### config.mk
export PLATFORM = sky130hd
export DESIGN_NAME = itcm_inst_rsp_flat
export DESIGN_NICKNAME = d
export VERILOG_FILES = /design/src/rtl/drcp_pkg.sv /design/src/rtl/itcm_inst_rsp_if.sv /design/src/rtl/itcm_inst_rsp.sv /design/src/flat_wrapper.sv
export SDC_FILE = /design/constraint.sdc
export NUM_CORES = 1
export LEC_CHECK = 0
export BUFFER_PORTS_ARGS = -buffer_cell sky130_fd_sc_hd__buf_2
export CAP_MARGIN = 25
export CORE_MARGIN = 5
export CORE_UTILIZATION = 35
export DETAILED_ROUTE_END_ITERATION = 6
export PLACE_DENSITY = 0.88
export SETUP_SLACK_MARGIN = 0.15
export SYNTH_ARGS = -nofsm -noshare
export SYNTH_HDL_FRONTEND = slang
export SYNTH_SLANG_ARGS = --single-unit
### constraint.sdc
create_clock -name clk_i -period 4.06 [get_ports clk_i]
set_clock_uncertainty 0.15 [all_clocks]
set_input_delay 0.203 -clock clk_i [delete_from_list [all_inputs] [get_ports clk_i]]
set_output_delay 0.203 -clock clk_i [all_outputs]
set_load 0.005 [all_outputs]
### src/rtl/drcp_pkg.sv
// rtl/drcp_pkg.sv - shared ITCM types, address map and FSM state encoding
// Contents: ITCM_BASE/ITCM_SIZE/ITCM_END address map, ITCM_ADDR_W word-address width,
// inst_req_t/inst_ack_t fetch structs, itcm_rsp_state_t FSM enum, address helpers.
package drcp_pkg;

    localparam logic [31:0] ITCM_BASE   = 32'h0001_0000;
    localparam int unsigned ITCM_SIZE   = 65536;
    localparam logic [31:0] ITCM_END    = ITCM_BASE + 32'(ITCM_SIZE) - 32'd1;
    localparam int          ITCM_ADDR_W = $clog2(ITCM_SIZE / 4);

    typedef struct packed {
        logic        req;
        logic [31:0] addr;
    } inst_req_t;

    typedef struct packed {
        logic        ack;
        logic        error;
        logic [31:0] data;
    } inst_ack_t;

    typedef enum logic [1:0] {
        S_IDLE,
        S_WAIT,
        S_RESP,
        S_ERR
    } itcm_rsp_state_t;

    // Inside the ITCM window and word aligned.
    function automatic logic addr_legal(input logic [31:0] a);
        return (a >= ITCM_BASE) && (a <= ITCM_END) && (a[1:0] == 2'b00);
    endfunction

    // Byte address to SRAM word index, relative to the window base.
    function automatic logic [ITCM_ADDR_W-1:0] word_addr(input logic [31:0] a);
        return ITCM_ADDR_W'((a - ITCM_BASE) >> 2);
    endfunction

endpackage

### src/rtl/itcm_inst_rsp_if.sv
// rtl/itcm_inst_rsp_if.sv - instruction fetch request/response bundle
// Signals: inst_req (core -> ITCM: level req + addr), inst_ack (ITCM -> core: ack pulse,
// error, data). Modports: master = core side, slave = ITCM responder side.
interface itcm_inst_rsp_if;
    import drcp_pkg::*;

    inst_req_t inst_req;
    inst_ack_t inst_ack;

    modport master (output inst_req, input inst_ack);
    modport slave  (input inst_req, output inst_ack);
endinterface

### src/rtl/itcm_inst_rsp.sv
// rtl/itcm_inst_rsp.sv - ITCM fetch responder with program-loader write port
// Ports: clk_i, rst_ni (async, active-low); fetch (slave: inst_req in, inst_ack out);
// ld_we_i/ld_addr_i/ld_wdata_i loader write in, ld_gnt_o grant; sram_en_o/sram_we_o/
// sram_addr_o/sram_wdata_o SRAM command out, sram_rdata_i SRAM read data in.
module itcm_inst_rsp
    import drcp_pkg::*;
#(
    parameter int unsigned WAIT_CYCLES = 0
) (
    input  logic                   clk_i,
    input  logic                   rst_ni,
    itcm_inst_rsp_if.slave         fetch,
    input  logic                   ld_we_i,
    input  logic [31:0]            ld_addr_i,
    input  logic [31:0]            ld_wdata_i,
    output logic                   ld_gnt_o,
    output logic                   sram_en_o,
    output logic                   sram_we_o,
    output logic [ITCM_ADDR_W-1:0] sram_addr_o,
    output logic [31:0]            sram_wdata_o,
    input  logic [31:0]            sram_rdata_i
);
    localparam logic [2:0] WAIT_LAST = 3'((WAIT_CYCLES == 0) ? 0 : WAIT_CYCLES - 1);

    itcm_rsp_state_t state_q, state_d;
    logic [2:0]      cnt_q, cnt_d;
    logic            rd_pend_q;   // SRAM read issued last cycle; rdata valid now
    logic [31:0]     data_q;
    logic            gnt, en, we, use_ld;
    inst_ack_t       ack;

    always_comb begin
        state_d = state_q;
        cnt_d   = cnt_q;
        gnt     = 1'b0;
        en      = 1'b0;
        we      = 1'b0;
        use_ld  = 1'b0;
        case (state_q)
            S_IDLE: begin
                // Loader wins; a concurrent fetch simply waits in IDLE.
                if (ld_we_i) begin
                    gnt    = 1'b1;
                    use_ld = 1'b1;
                    if (addr_legal(ld_addr_i)) begin
                        en = 1'b1;
                        we = 1'b1;
                    end
                end else if (fetch.inst_req.req) begin
                    if (addr_legal(fetch.inst_req.addr)) begin
                        en      = 1'b1;
                        cnt_d   = 3'd0;
                        state_d = (WAIT_CYCLES == 0) ? S_RESP : S_WAIT;
                    end else begin
                        state_d = S_ERR;
                    end
                end
            end
            S_WAIT: begin
                if (cnt_q == WAIT_LAST) begin
                    state_d = S_RESP;
                end else begin
                    cnt_d = cnt_q + 3'd1;
                end
            end
            S_RESP, S_ERR: state_d = S_IDLE;
            default:       state_d = S_IDLE;
        endcase
    end

    // Reset must silence the SRAM/loader strobes even though IDLE would raise them.
    assign ld_gnt_o     = rst_ni & gnt;
    assign sram_en_o    = rst_ni & en;
    assign sram_we_o    = rst_ni & we;
    assign sram_addr_o  = word_addr(use_ld ? ld_addr_i : fetch.inst_req.addr);
    assign sram_wdata_o = ld_wdata_i;

    always_comb begin
        ack = '0;
        case (state_q)
            S_RESP: begin
                ack.ack  = 1'b1;
                // With no wait states the read lands in the RESP cycle itself.
                ack.data = rd_pend_q ? sram_rdata_i : data_q;
            end
            S_ERR: begin
                ack.ack   = 1'b1;
                ack.error = 1'b1;
            end
            default: ack = '0;
        endcase
    end

    assign fetch.inst_ack = ack;

    always_ff @(posedge clk_i or negedge rst_ni) begin
        if (!rst_ni) begin
            state_q   <= S_IDLE;
            cnt_q     <= 3'd0;
            rd_pend_q <= 1'b0;
            data_q    <= 32'd0;
        end else begin
            state_q   <= state_d;
            cnt_q     <= cnt_d;
            rd_pend_q <= en & ~we;
            if (rd_pend_q) begin
                data_q <= sram_rdata_i;
            end
        end
    end
endmodule

### src/flat_wrapper.sv
// flat-port wrapper written by rule: the top's interface ports become plain ports
module itcm_inst_rsp_flat import drcp_pkg::*;
#(
    parameter int unsigned WAIT_CYCLES = 0
)
  (clk_i, rst_ni, ld_we_i, ld_addr_i, ld_wdata_i, ld_gnt_o, sram_en_o, sram_we_o, sram_addr_o, sram_wdata_o, sram_rdata_i, fetch_inst_req, fetch_inst_ack);
  itcm_inst_rsp_if fetch_i ();
  input  logic clk_i;
  input  logic rst_ni;
  input  logic ld_we_i;
  input  logic [31:0] ld_addr_i;
  input  logic [31:0] ld_wdata_i;
  output logic ld_gnt_o;
  output logic sram_en_o;
  output logic sram_we_o;
  output logic [ITCM_ADDR_W-1:0] sram_addr_o;
  output logic [31:0] sram_wdata_o;
  input  logic [31:0] sram_rdata_i;
  input wire logic [$bits(fetch_i.inst_req)-1:0] fetch_inst_req;
  output wire logic [$bits(fetch_i.inst_ack)-1:0] fetch_inst_ack;
  assign fetch_i.inst_req = fetch_inst_req;
  assign fetch_inst_ack = fetch_i.inst_ack;
  itcm_inst_rsp #(.WAIT_CYCLES(WAIT_CYCLES)) u_core (.clk_i(clk_i), .rst_ni(rst_ni), .fetch(fetch_i), .ld_we_i(ld_we_i), .ld_addr_i(ld_addr_i), .ld_wdata_i(ld_wdata_i), .ld_gnt_o(ld_gnt_o), .sram_en_o(sram_en_o), .sram_we_o(sram_we_o), .sram_addr_o(sram_addr_o), .sram_wdata_o(sram_wdata_o), .sram_rdata_i(sram_rdata_i));
endmodule
==> metrics.txt, run 1 <==
Final GP Congestion=0.773; PwrDens=377 nW/um2; Final setup violation count=0; grt ovf=0; Mapped Cells=207; Post-Synthesis Cell Area=2270 um2; Slew Limit Fails=0; Setup WS post-layout=1.56 ns; First DRT Iteration DRCs=46; worst r2r dst=u_core.cnt_q[0]; fmax=400 MHz; ANT cells=0; synth cell count leaders=mux2_2, dfrtp_1, buf_4, and3_1, clkbuf_1; Synth top area share=0.420; hold_buf cts=12; Crit. End Element=primary output; slew at the pin closest to its max-slew limit=0.843 ns; clock tree from TritonCTS=yes; Die W=90.5 um; VDD IR-drop max=0.195 mV; initial antenna violation count=0; crit start category=flip-flop; R2R depth=4; multi-input combinational cell area=996 um2; post-CTS setup buffers=0; DP Worst Slack=1.56 ns; Via Count=2011; Syn-to-layout area delta=37.1%; post_cts resized=0; core area=6310 um2; Worst Setup EP=sram_en_o; RSZ-0062 raised after global routing=no; synth top area cells=dfrtp_1, mux2_2, buf_4, and3_1, mux2_1; final period utilization=0.616; Reg clk slew, reported paths=0.08 ns; IO Pins=215; DR vias/cell=4.88; #FFs+latches synth=38; Post-synth EDFFs=0; WP data required=3.71 ns; layout cell share with drive strength beyond 1=0.609; P_leak=1.83 nW; max cap viols=0; GR Util All Layers=0.163; register area share after synthesis=0.420; Synth Net Count=341; IO buf count=150; Max clock buf depth=2; Post-DRT Antenna Nets=0; nets@finish=468; Die ar.=8180 um2; routed len/inst=16.5 um; Initial DRT Pass Iterations=4; largest net degree at the start of global routing=43; DP HPWL=5.23 mm; Num CTS Buffers=5; critical path class=flip-flop to primary output; Clock Latency Late Sink=0.29 ns; cell taking the most area after synthesis=dfrtp_1; FILL cells=575; most frequent cell after synthesis=mux2_2; crit path launch=u_core.state_q[1]; synth warn=0; hold path start=sram_rdata_i[26]; path category of the worst min-delay check=input pin to flip-flop; Synth Area per Inst=10.9 um2; vias in the first global route=2140; r2r startpoint=u_core.state_q[0]; initial core utilization=0.359; setup tns final=0 ns; final wirelength=6.80 mm; Synth Flop Type=dfrtp_1; final hold violation count=0; Arr. time, crit path=2.15 ns; CTS sink cnt=38; Rel. slew slack=0.437; Yosys cell types=28; Cell Rows=29; total area of sequential cells=951 um2; H-tree levels=2; root buffer cell=clkbuf_8; status=finished, final reports clean; Die Y=90.5 um; post-route DRC violation count=0; Async SR Flop Fraction=1.00; Final min period=2.50 ns; first-pass GRT wire length=11.0 mm; CP max FO=40; flop-to-flop setup slack=2.29 ns
[per-layer routing]
metal  GRT usage  wire [um]  vias up
met5           0          0        -
met4      0.0583         80        0
met3      0.0575        653       10
met2       0.295       3680      109
met1       0.172       2390      941
li1            -          -      951
[where the power goes]
group	internal [mW]	leakage [nW]	switching (mW)	total (mW)
registers	0.402	0.522	0.0283	0.430
clock network	0.246	0.0683	0.135	0.381
logic	0.171	1.24	0.186	0.358
[through the flow]
step           hold WS (ns)  power, mW   util  cell area, um2  std cells
2_1_floorplan        -0.243      0.663      -            2270        207
3_3_place_gp          0.140      0.748  0.447            2820        391
3_5_place_dp          0.152      0.765  0.447            2820        391
4_1_cts            0.000391       1.17  0.488            3080        411
5_1_grt            0.000521       1.25  0.492            3110        412
6_report             0.0102       1.17  0.492            3110        412
[kinds of logic after synthesis]
group,count (synthesis),synth area share
muxes,46,0.229
buffers and inverters,48,0.141
and+or+nand+nor,65,0.175
AOI/OAI and AO/OA,8,0.0249
DFF,38,0.420
adders and majority gates,2,0.0110
[worst max-delay path, stage by stage, from the launching register on]
cell	delay, ns
dfrtp_1	0.45
buf_16	0.21
nor3b_4	0.63
nand4_1	0.17
nor2_1	0.16
a31o_2	0.12
buf_2	0.11
[layout make-up]
type / count / share of cell area
Multi-Input combinational cell: 121 / 0.321
Tap cell: 77 / 0.0310
Inverter: 3 / 0.00363
Sequential cell: 38 / 0.306
Clock inverter: 3 / 0.0222
Timing Repair Buffer: 165 / 0.294
Clock buffer: 5 / 0.0222
[worst min-delay path by stage]
stage                                    to  depth (start not counted)
after floorplan             u_core.cnt_q[0]                          0
after global placement    u_core.data_q[15]                          2
after detailed placement  u_core.data_q[15]                          2
after CTS                 u_core.data_q[30]                          2
after global routing       u_core.data_q[3]                          2
final                     u_core.data_q[26]                          2
[placed cells by master (no fill, tap or decap), types with 4 or more instances in the layout]
| cell type | n |
|---|---|
| and3_1 | 32 |
| buf_2 | 150 |
| dfrtp_1 | 38 |
| mux2_2 | 41 |
| nor2_1 | 5 |
| nand2_1 | 4 |
| mux2_1 | 5 |
| nor4_1 | 6 |
| clkbuf_8 | 5 |
| dlygate4sd3_1 | 12 |
[sequential cells by signal, indices dropped and copies added, names as in the netlist]
register / count
u_core.cnt_q: 3
u_core.data_q: 32
u_core.state_q: 2
u_core.rd_pend_q: 1
(Power assumes the default switching activity.)
==> run 2, diff against run 1 <==
==> constraint.sdc (replaced) <==
create_clock -name clk_i -period 2.6 [get_ports clk_i]
set_clock_uncertainty 0.15 [all_clocks]
set_input_delay 0.13 -clock clk_i [delete_from_list [all_inputs] [get_ports clk_i]]
set_output_delay 0.13 -clock clk_i [all_outputs]
set_load 0.005 [all_outputs]
==> run 2 against run 1 <==
- clock power grew 5.5%
- combinational power grew 54%
- largest power group unchanged
- largest cell class is now non-clock buffers
- wire length grew 9.9%
- via count grew 2.8%
==> metrics.txt, run 2 (synthesis results as in run 1) <==
status=finished, final reports clean; First DRT Iteration DRCs=32 (-30%); P_leak=1.89 nW (+3.3%); GR Util All Layers=0.181 (+0.0182); Die ar.=8180 um2 (unchanged); Largest Register=u_core.data_q; Post-DRT Antenna Nets=0 (unchanged); initial core utilization=0.359 (unchanged); Num CTS Buffers=5 (unchanged); Top Registers=u_core.data_q: 32 flops, u_core.cnt_q: 3 flops, u_core.state_q: 2 flops; most common cell after layout, fill and taps aside=buf_2; Max clock buf depth=2 (unchanged); Die W=90.5 um (unchanged); CP max FO=16 (-60%); largest net degree at the start of global routing=37 (-14%); Slew Limit Fails=0 (unchanged); routed len/inst=17.3 um (+4.6%); WP data required=2.32 ns (-1.39 ns); path category of the worst min-delay check=input pin to flip-flop; Final GP Congestion=0.891 (+15%); final period utilization=0.867; CP max stage delay=0.66 ns (+0.03 ns); DP HPWL=5.38 mm (+2.8%); first-pass GRT wire length=12.2 mm (+11%); Crit. path cell count=3 (-3); DR vias/cell=4.77 (-2.2%); setup tns final=0 ns (unchanged); max FFs per register=32 (unchanged); root buffer cell=clkbuf_8; leading cell types in the layout, fill and taps excluded=buf_2, mux2_2, dfrtp_1, dlygate4sd3_1, and3_1; IO Pins=215 (unchanged); max cap viols=0 (unchanged); Arr. time, crit path=1.97 ns (-0.18 ns); Buf/Inv on CP=1 (-1); Worst Setup EP=sram_addr_o[0]; H-tree levels=2 (unchanged); final wirelength=7.48 mm (+9.9%); flop-to-flop setup slack=0.80 ns (-1.49 ns); Die Y=90.5 um (unchanged); ANT cells=0 (unchanged); Final min period=2.25 ns; PwrDens=502 nW/um2 (+33%); worst r2r dst=u_core.cnt_q[0]; crit path max-delay cell type=nor3b_4; Rel. slew slack=0.429 (-0.00805); grt ovf=0 (unchanged); crit path launch=u_core.state_q[1]; delay-heaviest family, CP=simple AND/OR/NAND/NOR gates; clock tree from TritonCTS=yes; VDD IR-drop max=0.275 mV (+41%); post-route DRC violation count=0 (unchanged); IO buf count=150 (unchanged); RSZ-0062 raised after global routing=no; Cell Rows=29 (unchanged); Reg clk slew, reported paths=0.07 ns (about the same); Clock Latency Late Sink=0.28 ns (about the same); nets@finish=489 (+4.5%); fmax=444 MHz; worst path cell trace=nor3b_4 -> mux2_2 -> buf_2; core area=6310 um2 (unchanged); R2R depth=4 (unchanged); Crit. End Element=primary output; Via Count=2067 (+2.8%); final hold violation count=0 (unchanged); crit start category=flip-flop; Final setup violation count=0 (unchanged); layout cell share with drive strength beyond 1=0.570 (-0.0387); Syn-to-layout area delta=43.4%; slew at the pin closest to its max-slew limit=0.855 ns (+0.0121 ns); critical path class=flip-flop to primary output; CTS sink cnt=38 (unchanged); Final Core Density=0.515 (+0.0228); initial antenna violation count=0 (unchanged); Initial DRT Pass Iterations=4 (unchanged); vias in the first global route=2290 (+7.0%); r2r startpoint=u_core.state_q[0]
## run 2: cell count changes in the layout (fill, tap and decap cells not counted), sizes merged
cell	previous run	this run
clkbuf	5	7
dlygate4sd3	12	33
bufinv	2	0
## run 2: where the power goes
| part | leakage (nW) | internal, mW | total (mW) | switching, mW |
|---|---|---|---|---|
| registers | 0.522 | 0.628 | 0.679 | 0.0505 |
| logic | 1.32 | 0.267 | 0.551 | 0.283 |
| clock network | 0.0482 | 0.214 | 0.402 | 0.188 |
## run 2: worst min-delay path by stage
stage / cells after the start / slack, ns / start / to
after detailed placement: 1 / -0.17 / rst_ni / u_core.state_q[0]
final: 4 / 0.06 / fetch_inst_req[1] / u_core.rd_pend_q
after global routing: 2 / 0.07 / rst_ni / u_core.state_q[0]
after floorplan: 0 / -0.32 / rst_ni / u_core.cnt_q[0]
after CTS: 4 / 0.05 / fetch_inst_req[1] / u_core.rd_pend_q
after global placement: 1 / -0.17 / rst_ni / u_core.state_q[0]
## run 2: layout make-up
type / instances / area (um2)
fill: 564 / 3060
timing repair buffer: 186 / 1100
multi-input combinational: 121 / 996
sequential: 38 / 951
tap: 77 / 96.3
clock buffer: 7 / 86.3
inverter: 3 / 11.3
clock inverter: 1 / 5.00
## run 2: stage by stage
stage               hold WS [ns]  setup slack [ns]  power [mW]  std cells  area, um2
floorplan                 -0.316              1.04        1.04        207       2270
global placement          -0.171             0.716        1.18        392       2830
detailed placement        -0.172             0.650        1.20        392       2830
CTS                       0.0519             0.333        1.66        433       3250
global route              0.0687             0.194        1.75        433       3250
finish                    0.0587             0.346        1.63        433       3250
## run 2: routing by layer
metal | vias up | global-route usage | share of wire
met4 | 0 | 0.0471 | 0.011
met2 | 99 | 0.342 | 0.55
met1 | 965 | 0.189 | 0.36
met3 | 10 | 0.0592 | 0.082
li1 | 993 | - | -
met5 | - | 0 | 0
## run 2: what timing repair did
item	4_1_cts	5_1_grt
resized for setup	0	0
buffers inserted	0	0
hold buffers	33	0
hold endpoints to repair	70	0
## run 2: worst min-delay path, stage by stage
cell	delay (ns)
buf_2	0.07
nor2_1	0.03
nand2_1	0.11
nor3_1	0.10
